===== src/rtl/ysquare_pkg.sv =====
// Shared types for the uio bus arbiter: FSM states, owner identity and bus width.
package ysquare_pkg;

  localparam int BUS_W = 8;

  typedef enum logic [1:0] {
    IDLE,
    TURN,
    OWN
  } state_e;

  typedef enum logic {
    OWNER_A,
    OWNER_B
  } owner_e;

  function automatic owner_e other_of(input owner_e o);
    return (o == OWNER_A) ? OWNER_B : OWNER_A;
  endfunction

endpackage


===== src/rtl/rr_arb2.sv =====
// Two-way round-robin picker: a sole requester wins, a tie goes to whoever
// was not served last. Purely combinational.
module rr_arb2 (
  input  logic req_a_i,
  input  logic req_b_i,
  input  logic last_b_i,
  output logic valid_o,
  output logic pick_b_o
);

  assign valid_o  = req_a_i | req_b_i;
  assign pick_b_o = req_b_i & (~req_a_i | ~last_b_i);

endmodule


===== src/rtl/uio_bus_arbiter.sv =====
// Arbitrates two byte-wide requesters onto a shared bidirectional uio pad bus,
// inserting a turnaround gap with the pads released between owners.
module uio_bus_arbiter
  import ysquare_pkg::*;
#(
  parameter int TURN_CYCLES = 2,
  parameter int MAX_BURST   = 16
) (
  input  logic             clk,
  input  logic             rst,
  input  logic             req_a,
  input  logic [BUS_W-1:0] data_a,
  input  logic             req_b,
  input  logic [BUS_W-1:0] data_b,
  input  logic [BUS_W-1:0] uio_in,
  output logic             gnt_a,
  output logic             gnt_b,
  output logic [BUS_W-1:0] uio_out,
  output logic [BUS_W-1:0] uio_oe,
  output logic [BUS_W-1:0] rx_data,
  output logic             rx_valid,
  output logic             busy
);

  localparam logic [3:0] TURN_LAST = 4'(TURN_CYCLES - 1);
  localparam logic [7:0] BURST_MAX = 8'(MAX_BURST);

  state_e           state_q, state_d;
  owner_e           owner_q, owner_d;
  owner_e           last_q, last_d;
  logic [7:0]       burst_q, burst_d;
  logic [3:0]       turn_q, turn_d;
  logic [BUS_W-1:0] rx_data_q;
  logic             rx_valid_q, rx_valid_d;

  logic pick_valid, pick_b;
  logic owner_req, other_req;

  rr_arb2 u_rr_arb2 (
    .req_a_i  (req_a),
    .req_b_i  (req_b),
    .last_b_i (last_q == OWNER_B),
    .valid_o  (pick_valid),
    .pick_b_o (pick_b)
  );

  assign owner_req = (owner_q == OWNER_A) ? req_a : req_b;
  assign other_req = (owner_q == OWNER_A) ? req_b : req_a;

  // NOTE: every signal written here gets a default first so no path through
  // the case leaves it unassigned and a latch is never inferred.
  always_comb begin
    state_d = state_q;
    owner_d = owner_q;
    last_d  = last_q;
    burst_d = burst_q;
    turn_d  = turn_q;

    unique case (state_q)
      IDLE: begin
        if (pick_valid) begin
          state_d = TURN;
          owner_d = pick_b ? OWNER_B : OWNER_A;
          turn_d  = '0;
        end
      end

      TURN: begin
        if (turn_q == TURN_LAST) begin
          turn_d = '0;
          // A requester that gave up during turnaround forfeits the bus.
          if (owner_req) begin
            state_d = OWN;
            burst_d = 8'd1;
            last_d  = owner_q;
          end else begin
            state_d = IDLE;
          end
        end else begin
          turn_d = turn_q + 4'd1;
        end
      end

      OWN: begin
        if (!owner_req) begin
          if (other_req) begin
            state_d = TURN;
            owner_d = other_of(owner_q);
            turn_d  = '0;
          end else begin
            state_d = IDLE;
          end
        end else if (burst_q == BURST_MAX) begin
          // Burst limit only forces a handover when someone else is waiting.
          if (other_req) begin
            state_d = TURN;
            owner_d = other_of(owner_q);
            turn_d  = '0;
          end else begin
            burst_d = 8'd1;
          end
        end else begin
          burst_d = burst_q + 8'd1;
        end
      end

      default: state_d = IDLE;
    endcase
  end

  assign rx_valid_d = (state_d == IDLE) && (state_q == IDLE);

  // NOTE: sequential state uses non-blocking assignments so every register
  // samples the pre-edge values regardless of statement order.
  always_ff @(posedge clk) begin
    if (rst) begin
      state_q    <= IDLE;
      owner_q    <= OWNER_A;
      last_q     <= OWNER_B;
      burst_q    <= '0;
      turn_q     <= '0;
      rx_data_q  <= '0;
      rx_valid_q <= 1'b0;
    end else begin
      state_q    <= state_d;
      owner_q    <= owner_d;
      last_q     <= last_d;
      burst_q    <= burst_d;
      turn_q     <= turn_d;
      rx_data_q  <= uio_in;
      rx_valid_q <= rx_valid_d;
    end
  end

  logic in_own;
  assign in_own = (state_q == OWN);

  assign gnt_a    = in_own && (owner_q == OWNER_A);
  assign gnt_b    = in_own && (owner_q == OWNER_B);
  assign uio_oe   = in_own ? {BUS_W{1'b1}} : {BUS_W{1'b0}};
  assign uio_out  = !in_own ? {BUS_W{1'b0}} : (owner_q == OWNER_A) ? data_a : data_b;
  assign busy     = (state_q != IDLE);
  assign rx_data  = rx_data_q;
  assign rx_valid = rx_valid_q;

endmodule


===== config.mk =====
export PLATFORM = sky130hd
export DESIGN_NAME = uio_bus_arbiter
export DESIGN_NICKNAME = d
export VERILOG_FILES = /design/src/rtl/ysquare_pkg.sv /design/src/rtl/rr_arb2.sv /design/src/rtl/uio_bus_arbiter.sv
export SDC_FILE = /design/constraint.sdc
export NUM_CORES = 1
export LEC_CHECK = 0
export ABC_AREA = 1
export CAP_MARGIN = 10
export CORE_MARGIN = 8
export CORE_UTILIZATION = 39
export DETAILED_ROUTE_END_ITERATION = 6
export GPL_TIMING_DRIVEN = 0
export PLACE_DENSITY = 0.74
export SKIP_CTS_REPAIR_TIMING = 1
export SYNTH_ARGS = -nofsm -noshare
export SYNTH_HDL_FRONTEND = slang
export SYNTH_SLANG_ARGS = --single-unit

===== constraint.sdc =====
create_clock -name clk -period 1.15 [get_ports clk]
set_input_delay 0.115 -clock clk [delete_from_list [all_inputs] [get_ports clk]]
set_output_delay 0.115 -clock clk [all_outputs]
set_load 0.02 [all_outputs]

==> flow_metrics.tcl, run 1 <==
set metrics [dict create \
    status "finished with violations" \
    failed_checks "setup timing" \
    finalHoldViolations 0 \
    ys_types 25 \
    hpwl_um 3060 \
    slowest_stage "dfxtp_4" \
    timing.final.crit_share_pct 135.3 \
    cts_htree_levels 1 \
    synthCells 217 \
    power_density_nw_per_um2 732.5 \
    clockBufferDepth 2 \
    viasPerCell 4.878 \
    min_from "rst" \
    route.detailed.drc 0 \
    numPortBuffers 54 \
    crit_type "reg2out" \
    synthesis.nets 249 \
    place.gp.congestion 0.8039 \
    grt_max_degree 16 \
    ios 56 \
    min_period_ps 1556 \
    rows 22 \
    crit_top_cell "buf_6" \
    routedWlPerCell_um 14.74 \
    cp.arrival_ps 1440 \
    nNetsFinal 337 \
    grt_usage_pct 12.89 \
    worst_pin_slew_ps 425.4 \
    drtIter0Drc 106 \
    slew_headroom_pct 71.64 \
    path_cells "inv_4 > nand2_8 > nor2_4 > buf_6 > buf_6 > a22o_4 > buf_6" \
    max_freq_mhz 642.7 \
    crit_required_ps 1030 \
    drive_gt1_share_pct 43.75 \
    leakagePower_nw 1.315 \
    vias 1717 \
    die_y_um 77.37 \
    grt_overflow 0 \
    grt_pass1_vias 1484 \
    fin_cells 352 \
    rsz0062_at_grt "true" \
    detail-route-antenna-nets 0 \
    report.final.slew_viol_count 0 \
    placedInstanceArea_um2 2157 \
    layout_common_cells "buf_6, nand2_1, inv_1, clkdlybuf4s50_1, nor2_1" \
    yosysWarnings 0 \
    drv_cap 0 \
    insertion_delay_ps 290 \
    slowest_delay_ps 380 \
    fin_worst_skew_ps 3.072 \
    core_area_um2 3633 \
    cts_root_buf "clkbuf_8" \
    fillers 270 \
    seq_area_frac_synth_pct 34.07 \
    numCtsBuffers 3 \
    dieWidth_um 77.37 \
    start_util_pct 40.43 \
    antenna_cells 0 \
    path_clk_slew_ps 90 \
    place_inst 319 \
    synth_area_per_cell_um2 6.769 \
    vdd_drop_max_mv 0.5570 \
    hold_class "in2reg" \
    cp-startpoint "state_q[0]$_SDFF_PP0_" \
    start_kind "register" \
    grt_pass1_wl_um 6541 \
    final-setup-viol-count 35 \
    r2r_start "state_q[0]$_SDFF_PP0_" \
    syn_to_final_growth_pct 86.03 \
    firstDrtPassIters 4 \
    antenna_found_initial 0 \
    endpoint_kind "output pin" \
    fin_area_um2 2733 \
    dieArea_um2 5986 \
    cts.sinks 25 \
    syn_area_um2 1469 \
    synth_seq_cells 25 \
    crit_fanout 6 \
    cts_tree "built" \
    final_common_cell "buf_6" \
    fin_ws_ps -406.0 \
    drt_wl_total_um 5188 \
]
cell families after synthesis:
family	after synthesis	share of synthesized area (%)
buf+inv	47	14.82
xor+xnor	1	0.5964
simple gates	119	37.22
fa+ha+maj	4	3.407
compound gates	21	9.881
flops	25	34.07
worst paths after layout:
kind / cells after the start / slack, ps / to
max: 7 / -410 / uio_out[3]
min reg2reg: 2 / 510 / turn_q[1]$_SDFFE_PP0P_
min: 2 / 80 / turn_q[2]$_SDFFE_PP0P_
max reg2reg: 10 / -370 / burst_q[0]$_SDFFE_PP0P_
per-layer routing:
| metal | global-route usage (%) | up-vias | wire length (um) |
|---|---|---|---|
| li1 | - | 857 | - |
| met1 | 14.70 | 806 | 2006 |
| met2 | 21.48 | 44 | 2740 |
| met3 | 5.300 | 10 | 366 |
| met4 | 3.962 | 0 | 75 |
| met5 | 0 | - | 0 |
sequential cells by signal, summed over array words and instances, names as in the netlist:
signal    count
burst_q       8
rx_data       8
turn_q        4
state_q       2
last_q        1
owner_q       1
rx_valid      1
cells in the mapped netlist, drive strengths merged:
| cell | instances | share of area (%) |
|---|---|---|
| nand2 | 53 | 16 |
| nor2 | 37 | 10 |
| inv | 36 | 9.2 |
| dfxtp | 25 | 34 |
| nand3 | 23 | 8.2 |
| buf | 10 | 5.4 |
| a21oi | 9 | 3.1 |
| a22o | 8 | 4.8 |
| ha | 4 | 3.4 |
| nand4 | 3 | 1.3 |
| nand3b | 2 | 1.0 |
| a31o | 1 | 0.60 |
| a31oi | 1 | 0.43 |
| clkbuf | 1 | 0.26 |
| nor3 | 1 | 0.34 |
| o211ai | 1 | 0.51 |
| o21bai | 1 | 0.51 |
| xor2 | 1 | 0.60 |
power by group:
part	total [W]	leakage, nW	internal, W	switching, W
registers	0.000924	0.210	0.000893	0.0000308
logic	0.000502	1.08	0.000248	0.000253
clock network	0.000576	0.0217	0.000248	0.000328
total	0.00200	1.31	0.00139	0.000613
cell type report:
| class | count | area [um^2] | area share [%] |
|---|---|---|---|
| inverters | 36 | 143.9 | 5.266 |
| repair inverters | 1 | 7.507 | 0.2747 |
| clock inverters | 1 | 7.507 | 0.2747 |
| repair buffers | 81 | 828.3 | 30.31 |
| multi-input cells | 146 | 1010 | 36.95 |
| flip-flops and latches | 25 | 525.5 | 19.23 |
| clock buffers | 3 | 41.29 | 1.511 |
| plain buffers | 11 | 108.9 | 3.984 |
| well taps | 48 | 60.06 | 2.198 |
metrics by stage:
stage	hold slack (ps)	utilization [%]	power, W	setup TNS (ps)	worst slack, ps
2_1_floorplan	222.0	-	0.001147	-583.6	-41.96
4_1_cts	64.41	60.71	0.001881	-20680	-933.7
6_report	75.99	75.21	0.002002	-9212	-406.0
3_3_place_gp	360.2	59.37	0.001326	-14560	-617.8
5_1_grt	83.90	75.21	0.002091	-11370	-451.5
3_5_place_dp	365.9	59.37	0.001331	-14910	-604.5
worst max-delay path, delay by kind of cell, from the launching register on:
| family | cells | cell delay, ps |
|---|---|---|
| compound gates | 1 | 210 |
| flops | 1 | 380 |
| buf+inv | 4 | 410 |
| simple gates | 2 | 160 |
(Power assumes the default switching activity.)
==> run 2: changes to the inputs <==
--- a/config.mk
+++ b/config.mk
@@ -12,6 +12,7 @@
 export DETAILED_ROUTE_END_ITERATION = 6
 export GPL_TIMING_DRIVEN = 0
 export PLACE_DENSITY = 0.74
+export SETUP_SLACK_MARGIN = 0.05
 export SKIP_CTS_REPAIR_TIMING = 1
 export SYNTH_ARGS = -nofsm -noshare
 export SYNTH_HDL_FRONTEND = slang
==> run 2 against run 1 <==
Net effect: combinational power down 7.4%; clock-buffer cell count unchanged; largest power group unchanged; first-iteration DRC count up 9.4%; largest cell class unchanged; via count down 0.41%; worst setup slack better by 68 ps; sequential share of layout area up 0.25 points; non-clock buffer count down 7; utilization down 0.96 points; the run still ends with setup timing left.
==> flow_metrics.tcl, run 2 (same netlist as run 1, synthesis figures left out) <==
set metrics [dict create \
    status "finished with violations" \
    failed_checks "setup timing" \
    fin_cells 346 \
    start_kind "register" \
    firstDrtPassIters 4 \
    slowest_stage "dfxtp_4" \
    dieArea_um2 5986 \
    highest_layer "met4" \
    vias 1710 \
    crit_type "reg2out" \
    dieWidth_um 77.37 \
    detail-route-antenna-nets 0 \
    grt_pass1_vias 1536 \
    drv_cap 0 \
    grt_overflow 0 \
    endpoint_kind "output pin" \
    insertion_delay_ps 270 \
    post-route-util_pct 74.24 \
    wl_met3_um 383 \
    min_period_ps 1488 \
    cp.arrival_ps 1370 \
    worst_pin_slew_ps 456.9 \
    cts_tree "built" \
    report.final.slew_viol_count 0 \
    timing.final.crit_share_pct 129.4 \
    grt_pass1_wl_um 6858 \
    syn_to_final_growth_pct 83.65 \
    crit_required_ps 1030 \
    vdd_drop_max_mv 0.7837 \
    crit_top_cell "buf_6" \
    max_freq_mhz 672.0 \
    fin_ws_ps -338.1 \
    route.detailed.drc 0 \
    core_area_um2 3633 \
    drt_wl_total_um 5008 \
    final_common_cell "nand2_1" \
    wl_met2_um 2684 \
    antenna_found_initial 0 \
    clockBufferDepth 2 \
    fin_tns_setup_ps -8580 \
    cts.sinks 25 \
    grt_usage_pct 13.38 \
    layout_common_cells "nand2_1, inv_1, nor2_1, clkdlybuf4s50_1, buf_6" \
    numCtsBuffers 3 \
    drtIter0Drc 116 \
    rows 22 \
    path_clk_slew_ps 100 \
    whs_ps 71.96 \
    drive_gt1_share_pct 41.95 \
    ios 56 \
    die_y_um 77.37 \
    place_inst 319 \
    hold_class "in2reg" \
    leakagePower_nw 1.325 \
    power_density_nw_per_um2 715.4 \
    finalHoldViolations 0 \
    place.gp.congestion 0.7945 \
    path_cells "inv_4 > nand2_8 > nor2_4 > buf_6 > a22o_4 > buf_6" \
    cts_root_buf "clkbuf_8" \
    finalPower_w 0.001930 \
    start_util_pct 40.43 \
    slew_headroom_pct 69.54 \
    crit_fanout 7 \
    rsz0062_at_grt "true" \
    nNetsFinal 331 \
    numPortBuffers 54 \
    routedWlPerCell_um 14.47 \
    grt_max_degree 15 \
    wl_met1_um 1842 \
    viasPerCell 4.942 \
    final-setup-viol-count 35 \
    fin_worst_skew_ps 11.40 \
    antenna_cells 0 \
    hpwl_um 3101 \
    slowest_delay_ps 390 \
    cts_htree_levels 1 \
]
-- run 2: changes by cell type in the layout (fill, tap and decap cells not counted), sizes merged --
cell,previous run,this run
buf,56,48
clkinv,0,1
clkinvlp,3,2
dlymetal6s2s,9,10
nor2,37,38
-- run 2: path summary, 6_finish.rpt --
check	start	end	slack (ps)	depth (start not counted)
max	state_q[0]$_SDFF_PP0_	uio_out[2]	-340	6
min	rst	turn_q[2]$_SDFFE_PP0P_	70	2
max reg2reg	burst_q[1]$_SDFFE_PP0P_	turn_q[1]$_SDFFE_PP0P_	-300	9
min reg2reg	turn_q[2]$_SDFFE_PP0P_	turn_q[2]$_SDFFE_PP0P_	510	2
-- run 2: power breakdown --
part | total (W) | switching, W | leakage, nW | internal, W
Sequential | 0.000931 | 0.0000362 | 0.210 | 0.000895
Clock | 0.000534 | 0.000291 | 0.0255 | 0.000243
Combinational | 0.000465 | 0.000236 | 1.09 | 0.000229
Total | 0.00193 | 0.000563 | 1.33 | 0.00137
-- run 2: metrics by stage --
step	worst slack (ps)	cell area [um^2]
global placement	-596.1	2160
detailed placement	-576.5	2160
finish	-338.1	2698
floorplan	-41.83	1559
global route	-394.1	2698
CTS	-889.6	2206
-- run 2: critical path: cells and delay by family (launching register included) --
kind / cells / cell delay, ps
DFF: 1 / 390
and+or+nand+nor: 2 / 190
AOI/OAI and AO/OA: 1 / 230
buffers and inverters: 3 / 280
-- run 2: metal layers --
metal | global-route usage [%] | vias up
li1 | - | 848
met1 | 14.58 | 795
met2 | 23.84 | 55
met3 | 5.991 | 12
met4 | 1.698 | 0
met5 | 0 | -
-- run 2: cell type report --
type | count | area (um^2)
Buffer | 9 | 71.32
Clock buffer | 3 | 41.29
Clock inverter | 1 | 5.005
Fill cell | 276 | 935.9
Inverter | 36 | 151.4
Multi-Input combinational cell | 147 | 1051
Sequential cell | 25 | 525.5
Tap cell | 48 | 60.06
Timing Repair Buffer | 76 | 784.5
Timing Repair inverter | 1 | 7.507
==> run 3: changes to the inputs <==
--- a/config.mk
+++ b/config.mk
@@ -12,8 +12,10 @@
 export DETAILED_ROUTE_END_ITERATION = 6
 export GPL_TIMING_DRIVEN = 0
 export PLACE_DENSITY = 0.74
+export RECOVER_POWER = 100
 export SETUP_SLACK_MARGIN = 0.05
 export SKIP_CTS_REPAIR_TIMING = 1
+export SLEW_MARGIN = 5
 export SYNTH_ARGS = -nofsm -noshare
 export SYNTH_HDL_FRONTEND = slang
 export SYNTH_SLANG_ARGS = --single-unit
==> run 3 against run 2 <==
Net effect: clock-buffer cell count stayed put; highest routed layer unchanged; the flow still finishes with violations (setup timing); fmax is 0.13% lower; worst setup slack worse by 1.9 ps.
==> flow_metrics.tcl, run 3 (same netlist as run 1, synthesis figures left out) <==
set metrics [dict create \
    grt_pass1_wl_um 6858 \
    slew_headroom_pct 62.12 \
    cts_root_buf "clkbuf_8" \
    finalPower_w 0.001916 \
    numPortBuffers 54 \
    cts_htree_levels 1 \
    hold_class "in2reg" \
    r2r_slack_ps -330 \
    met3_usage_pct 5.991 \
    start_util_pct 40.43 \
    cts.sinks 25 \
    power_density_nw_per_um2 732.6 \
    slowest_delay_ps 390 \
    insertion_delay_ps 280 \
    grt_max_degree 15 \
    routedWlPerCell_um 14.52 \
    r2r_start "burst_q[1]$_SDFFE_PP0P_" \
    vias 1720 \
    hpwl_um 3101 \
    grt_usage_pct 13.38 \
    p_switching_w 0.0005675 \
    timing.final.crit_share_pct 129.6 \
    min_period_ps 1490 \
    fin_tns_setup_ps -8866 \
    numCtsBuffers 3 \
    p_clk_share_pct 28.0 \
    syn_to_final_growth_pct 78.02 \
    leakagePower_nw 1.171 \
    use_met2_pct 23.84 \
    whs_endpoint "turn_q[2]$_SDFFE_PP0P_" \
    viasPerCell 4.971 \
    layout_common_cells "nand2_1, inv_1, nor2_1, clkdlybuf4s50_1, buf_6" \
    r2r_cells 9 \
    crit_type "reg2out" \
    vdd_drop_max_mv 0.7713 \
    path_clk_slew_ps 100 \
    top_usage_layer "met2" \
    grtUsageMet1_pct 14.58 \
    drt_wl_total_um 5024 \
    p_seq_share_pct 48.6 \
    fin_cells 346 \
    slowest_stage "dfxtp_4" \
    firstDrtPassIters 4 \
    place_inst 319 \
    max_freq_mhz 671.1 \
    combPwrFrac_pct 23.4 \
    fin_worst_skew_ps 12.63 \
    grt_overflow 0 \
    grt_pass1_vias 1536 \
    antenna_found_initial 0 \
    drive_gt1_share_pct 41.61 \
    timing.rr.end "turn_q[1]$_SDFFE_PP0P_" \
    antenna_cells 0 \
    route.detailed.drc 0 \
    drtIter0Drc 109 \
    fillers 295 \
    multiInputGateArea_um2 1051 \
    rsz0062_at_grt "true" \
    finalHoldViolations 0 \
    final-setup-viol-count 35 \
    dieArea_um2 5986 \
    detail-route-antenna-nets 0 \
    cp.arrival_ps 1380 \
    clockBufferDepth 2 \
    min_from "rst" \
    ios 56 \
    fin_ws_ps -340.0 \
    start_kind "register" \
    placedInstanceArea_um2 2160 \
    worst_pin_slew_ps 568.2 \
    drv_cap 0 \
    fin_area_um2 2615 \
    rows 22 \
    failed_checks "setup timing" \
    endpoint_kind "output pin" \
    status "finished with violations" \
    crit_required_ps 1030 \
    seq_area_um2 525.5 \
    p_int_w 0.001348 \
    nNetsFinal 331 \
    core_area_um2 3633 \
    place.gp.congestion 0.7945 \
    report.final.slew_viol_count 0 \
    final_common_cell "nand2_1" \
    path_cells "inv_4 > nand2_8 > nor2_4 > buf_6 > a22o_4 > buf_6" \
    crit_fanout 7 \
    crit_top_cell "buf_6" \
    cts_tree "built" \
    die_y_um 77.37 \
    holdPathStages 2 \
    p_sw_share_pct 29.63 \
    dieWidth_um 77.37 \
]
-- run 3: worst max path at each step --
stage | cells past startpoint | endpoint | startpoint | slack [ps]
floorplan | 10 | burst_q[5]$_SDFFE_PP0P_ | burst_q[0]$_SDFFE_PP0P_ | -40
global placement | 5 | uio_oe[2] | state_q[0]$_SDFF_PP0_ | -600
detailed placement | 5 | uio_oe[2] | state_q[0]$_SDFF_PP0_ | -580
CTS | 5 | uio_oe[1] | state_q[0]$_SDFF_PP0_ | -890
global route | 6 | turn_q[1]$_SDFFE_PP0P_ | burst_q[2]$_SDFFE_PP0P_ | -410
finish | 6 | uio_out[2] | state_q[0]$_SDFF_PP0_ | -340
-- run 3: power groups by stage --
stage	clock network (W)	logic [W]	registers, W
final	0.000536	0.000447	0.000932
after global placement	0	0.000381	0.000947
after floorplan	0	0.000183	0.000965
after CTS	0.000537	0.000387	0.000929
after global routing	0.000577	0.000488	0.000936
after detailed placement	0	0.000385	0.000949
-- run 3: layout make-up --
class	instances	area share, %
multi-input combinational	147	40.19
timing repair buffer	76	26.99
inverter	36	5.789
tap	48	2.297
buffer	9	2.584
sequential	25	20.10
clock inverter	1	0.1914
clock buffer	3	1.579
timing repair inverter	1	0.2871
-- run 3: metal layers --
metal,vias to the layer above,wire (um)
met5,-,0
met4,0,82
met3,10,353
met2,59,2691
met1,805,1896
li1,846,-
-- run 3: through the flow --
stage          worst slack (ps)  hold slack (ps)  utilization [%]
2_1_floorplan            -41.83            222.0                -
3_3_place_gp             -596.1            361.4            59.44
3_5_place_dp             -576.5            359.5            59.44
4_1_cts                  -889.6            71.04            60.71
5_1_grt                  -412.7            322.0            71.97
6_report                 -340.0            285.8            71.97
-- run 3: worst max-delay path: cells and delay by family (launching register included) --
kind,cells,cell delay [ps]
AO/OA/AOI/OAI,1,230
flip-flops,1,390
AND/OR/NAND/NOR,2,190
buffers and inverters,3,280
